## src/rtl/xfer_tx_queue.sv

```systemverilog
// xfer_tx_queue: circular-buffer byte queue feeding a flag/busy handshake crossing stage.
// One entry is sent per round trip: flag pulse, busy rises (ack), busy falls (done).
module xfer_tx_queue #(
  parameter int WIDTH = 8,
  parameter int DEPTH = 8
) (
  input  logic                     clk,
  input  logic                     reset,
  input  logic                     wr_en,
  input  logic [WIDTH-1:0]         wr_data,
  output logic                     full,
  output logic                     empty,
  output logic [$clog2(DEPTH):0]   count,
  output logic                     overflow,
  output logic                     flag_out,
  output logic [WIDTH-1:0]         bus_out,
  input  logic                     busy_in
);
  localparam int AW = $clog2(DEPTH);
  typedef enum logic [1:0] {IDLE, WAIT_ACK, WAIT_DONE} state_t;
  state_t           state_q, state_d;
  logic [WIDTH-1:0] mem_q [DEPTH];
  logic [AW-1:0]    wr_ptr_q, rd_ptr_q;
  logic [AW:0]      count_q, count_d;
  logic             overflow_q;
  logic [WIDTH-1:0] bus_q;
  logic             push, pop;
  // full is judged before any same-cycle pop, so a push into a full queue drops
  assign full     = count_q == (AW+1)'(DEPTH);
  assign empty    = count_q == '0;
  assign push     = wr_en && !full;
  assign pop      = flag_out;
  assign count_d  = count_q + (AW+1)'(push) - (AW+1)'(pop);
  assign count    = count_q;
  assign overflow = overflow_q;
  assign bus_out  = bus_q;
  always_comb begin
    state_d  = state_q;
    flag_out = 1'b0;
    unique case (state_q)
      IDLE: begin
        flag_out = !empty && !busy_in;
        state_d  = flag_out ? WAIT_ACK : IDLE;
      end
      WAIT_ACK:  state_d = busy_in ? WAIT_DONE : WAIT_ACK;
      WAIT_DONE: state_d = busy_in ? WAIT_DONE : IDLE;
      default:   state_d = IDLE;
    endcase
  end
  always_ff @(posedge clk) begin
    if (reset) begin
      state_q    <= IDLE;
      wr_ptr_q   <= '0;
      rd_ptr_q   <= '0;
      count_q    <= '0;
      overflow_q <= 1'b0;
      bus_q      <= '0;
    end else begin
      state_q    <= state_d;
      count_q    <= count_d;
      overflow_q <= overflow_q || (wr_en && full);
      if (push) begin
        mem_q[wr_ptr_q] <= wr_data;
        wr_ptr_q        <= wr_ptr_q + AW'(1);
      end
      if (pop) begin
        bus_q    <= mem_q[rd_ptr_q];
        rd_ptr_q <= rd_ptr_q + AW'(1);
      end
    end
  end
endmodule

```

## config.mk

```make
export PLATFORM = sky130hd
export DESIGN_NAME = xfer_tx_queue
export DESIGN_NICKNAME = d
export VERILOG_FILES = /design/src/rtl/xfer_tx_queue.sv
export SDC_FILE = /design/constraint.sdc
export NUM_CORES = 1
export LEC_CHECK = 0
export CAP_MARGIN = 0
export CORE_MARGIN = 4
export CORE_UTILIZATION = 61
export DETAILED_ROUTE_END_ITERATION = 6
export PLACE_DENSITY = 0.8
export SYNTH_ARGS = -nofsm -noshare
export SYNTH_HDL_FRONTEND = slang
export SYNTH_SLANG_ARGS = --single-unit
```

## constraint.sdc

```tcl
create_clock -name clk -period 5.6 [get_ports clk]
set_clock_uncertainty 0.05 [all_clocks]
set_input_delay 1.12 -clock clk [delete_from_list [all_inputs] [get_ports clk]]
set_output_delay 1.12 -clock clk [all_outputs]
set_load 0.02 [all_outputs]
```

---- Word level (Yosys, flattened, before mapping) ----
Memory sizes are Yosys's and may differ from the RTL's. A register that Yosys moved wholly into a read port is not among the register bits.
Cells that the tools add are included.
operators by class
  add/subtract/negate cells ............... 4
  reductions and logical operators ........ 9
  mux-type cells .......................... 8
  equal/unequal tests ..................... 3
operators with widths
  cell                                                  count
  adder 3 x 1 -> 3 bit (second input constant)          2
  case mux 2 bit (3 select lines)                       1
  two-way mux 1 bit                                     5
  adder 4 x 1 -> 4 bit                                  1
  equality test 4 bit (second input constant)           1
  logical NOT 4 bit                                     1
  two-way mux 2 bit                                     2
  subtractor 4 x 1 -> 4 bit                             1
  logical AND 1 bit                                     3
  logical NOT 1 bit                                     3
  equality test 2 x 1 -> 1 bit (second input constant)  1
  equality test 2 bit (second input constant)           1
  logical NOT 2 bit                                     1
  logical OR 1 bit                                      1
word-level totals
  word-level logic and storage cells ...... 30
  output and inout port bits .............. 16
  memory bits (writable) .................. 64
  memories kept ........................... 1
  bits in registers ....................... 13
memory list
  memory  words  bits a word  rd ports  clocked after Yosys merged registers in  write ports  RTL line  RTL
  mem_q   8      8            1         1                                        1            22        logic [WIDTH-1:0] mem_q [DEPTH];

---- Depth between registers and ports, before layout ----
  word-level depth ........................ 6
  gate-level depth with buffers ........... 13
  depth with buffers taken out ............ 11

---- Worst setup path before layout ----
Ideal clock, no wire load.
  path kind ............................... input -> register
  from .................................... input busy_in
  to ...................................... register count_q[2], in the netlist count[2]
  setup slack ............................. 2,729 ps
  cell stages on the path ................. 10
  arrival ................................. 2,694 ps
  library setup time ...................... 128 ps
  cells stage by stage .................... nor3_4 > and2_4 > buf_6 > ha_1 > inv_1 > ha_1 > inv_1 > fa_1 > xor2_1 > nor2_1
between the ends
  word-level cells in the longest chain between the ends .. 4
RTL lines
  what                       RTL line  RTL
  from (decl)                17        input logic busy_in
  logical NOT 1 bit          42        flag_out = !empty && !busy_in;
  logical AND 1 bit          42
  two-way mux 1 bit          40        unique case (state_q)
  named net flag_out         15        output logic flag_out,
  subtractor 4 x 1 -> 4 bit  33        assign count_d = count_q + (AW+1)'(push) - (AW+1)'(pop);
  to (signal assigned)       60        count_q <= count_d;
  to (decl)                  24        logic [AW:0] count_q, count_d;
The timed path passes the listed nets, and every way through them passes these cells.
A chain may end at the register's enable or synchronous reset.

---- Worst setup path in the final report ----
  from .................................... input busy_in
  to ...................................... output flag_out
between the ends
  word-level cells in the longest chain between the ends .. 3
RTL lines
  what               RTL line
  logical NOT 1 bit  42
  logical AND 1 bit  42
  two-way mux 1 bit  40
  to (decl)          15
No other way between the ends.

==> results.json <==
{
  "cts_buffer_depth": 2,
  "pwr-share-seq": 0.475,
  "r2r_start": "count[2]",
  "crit_arrival_ns": 2.78,
  "hold_buffers": 0,
  "switching_share": 0.2942,
  "muxShareOfSynthArea": 0.1172,
  "yosys.area_share.simple": 0.08617,
  "stdcell_area_sq_um": 3901,
  "power_leakage_nw": 1.317,
  "vias_per_cell": 5.826,
  "ys_seq_area_frac": 0.6923,
  "slew_headroom": 0.2819,
  "dr.max_layer_used": "met4",
  "synthCells": 203,
  "tightest_slew_ns": 1.076,
  "ys_async_sr_fraction": 0,
  "grt_usage": 0.2063,
  "criticalPathCategory": "primary input to output pin",
  "finalSetupTns_ns": 0,
  "clk_latency_ns": 0.34,
  "pin_count": 28,
  "synthesis.area_sq_um": 3383,
  "min_path_type": "register to register",
  "grt_first_pass_wirelength_microns": 9756,
  "fmax_mhz": 253.3,
  "power_mw": 1.714,
  "numCtsBuffers": 9,
  "critPathMaxFanout": 12,
  "cts_tree": "built",
  "critPathRequiredTime_ns": 4.43,
  "drt_wl_total_microns": 6017,
  "syn_nets": 224,
  "antenna_left": 0,
  "end_kind": "output pin",
  "htree_levels": 3,
  "drtIter0Drc": 189,
  "post_dp_cell_area_sq_um": 3714,
  "dr.pass1.iters": 4,
  "cts_root_buf": "clkbuf_8",
  "synth-seq-cells": 85,
  "power_density_nw_per_um2": 439.3,
  "die_h_microns": 82.48,
  "wl_per_cell_microns": 19.35,
  "dp_slack_ns": 1.642,
  "synthXorXnorAreaFrac": 0.01812,
  "wl_met2_microns": 3149,
  "p_switching_mw": 0.5042,
  "clk_pin_slew_ns": 0.08,
  "ys.flop_type": "edfxtp_1",
  "area_growth_pct": 15.31,
  "intPower_mw": 1.210,
  "layout_commonest_cell": "edfxtp_1",
  "crit_start": "busy_in",
  "drive_gt1_frac": 0.1328,
  "cp-start-kind": "primary input",
  "fin_crit_sh": 0.7051,
  "nets": 257,
  "hold_viol": 0,
  "post_cts_resized": 0,
  "gp_congestion": 0.8045,
  "hold_ws_ns": 0.4306,
  "dieArea_sq_um": 6802,
  "drc": 0,
  "grt_antenna_before_repair": 0,
  "final_cell_mix": "64 x edfxtp_1, 27 x clkdlybuf4s50_1, 23 x nor2_1",
  "status": "completed",
  "grt_pass1_vias": 1854,
  "synth_fa_ha_area_frac": 0.03550,
  "clock-sinks": 85,
  "overflow": 0,
  "synth_top_family_by_area": "multiplexers",
  "setup_viol": 0,
  "m1WireLength_microns": 2508,
  "finalCriticalPeriod_ns": 3.948,
  "vias": 1812,
  "synth-edff-count": 64,
  "postSynthAreaPerCell_sq_um": 16.67,
  "synth_compound_area_frac": 0.02145,
  "yosys_warnings": 0,
  "wl_met3_microns": 298,
  "drv_slew": 0,
  "grt_start_max_net_pins": 26,
  "die_x_microns": 82.48,
  "rows": 26,
  "fin_ws_ns": 1.652,
  "yosysUniqueCellTypes": 33,
  "initial_core_util": 0.6460,
  "diodes": 0,
  "core-area_sq_um": 5238,
  "io_buffers": 27,
  "combPwrFrac": 0.285,
  "vdd_ir_drop_max_mv": 0.2573,
  "r2r_slack_ns": 2.90,
  "drv_cap": 0,
  "hpwl_microns": 4052,
  "rsz0062_at_grt": "no",
  "post-cts-setup-buffer-count": 0,
  "holdCritStartpoint": "overflow",
  "pwr-share-clk": 0.240
}
-- final timing paths --
kind | endpoint | cells after the start
setup / recovery | flag_out | 4
hold reg to reg | overflow | 2
hold / removal | overflow | 2
setup reg to reg | count[2] | 11
-- cells in the mapped netlist, drive strengths merged, types with 4 or more instances --
cell | count | area share
buf | 6 | 0.014
nand3 | 6 | 0.014
ha | 8 | 0.030
nor2 | 23 | 0.026
nand2 | 4 | 0.0052
mux4 | 16 | 0.11
xnor2 | 4 | 0.010
edfxtp | 64 | 0.57
clkbuf | 4 | 0.0048
o22ai | 8 | 0.015
nor3 | 12 | 0.021
dfxtp | 21 | 0.12
inv | 9 | 0.010
-- power by group through the flow --
stage | clock, mW | combinational, mW | sequential [mW]
floorplan | 0 | 0.342 | 0.825
global placement | 0 | 0.468 | 0.825
detailed placement | 0 | 0.495 | 0.831
CTS | 0.418 | 0.496 | 0.816
global route | 0.451 | 0.543 | 0.827
finish | 0.411 | 0.489 | 0.814
-- critical path: stages --
cell and delay (ns):
clkdlybuf4s50_1 0.47, nor3_4 0.26, and2_4 0.30, clkdlybuf4s50_1 0.63
-- routing by layer --
| layer | track usage | up-vias |
|---|---|---|
| met4 | 0.08140 | 0 |
| met5 | 0 | - |
| met2 | 0.3413 | 61 |
| met3 | 0.04230 | 6 |
| met1 | 0.2693 | 908 |
| li1 | - | 837 |
-- cells by family after synthesis --
family | Yosys count
compound gates | 12
xor+xnor | 7
fa+ha+maj | 9
buf+inv | 19
flops | 85
mux | 17
simple gates | 54
-- area by class of cell --
class | instances | area (sq um)
tap | 70 | 87.58
multi-input combinational | 99 | 942.2
sequential | 85 | 2342
timing repair buffer | 32 | 307.8
fill | 319 | 1336
clock buffer | 14 | 152.6
clock inverter | 2 | 35.03
inverter | 9 | 33.78
-- flip-flops by register name, summed over array words and instances, names as in the netlist --
signal / count
count: 4
state_q: 2
wr_ptr_q: 3
overflow: 1
mem_q: 64
rd_ptr_q: 3
bus_out: 8
-- stage by stage --
stage          utilization  instances
6_report            0.7449        311
5_1_grt             0.7449        311
4_1_cts             0.7449        311
3_5_place_dp        0.7090        295
3_3_place_gp        0.7090        295
2_1_floorplan            -        203
Power figures use the tool's default switching activity.
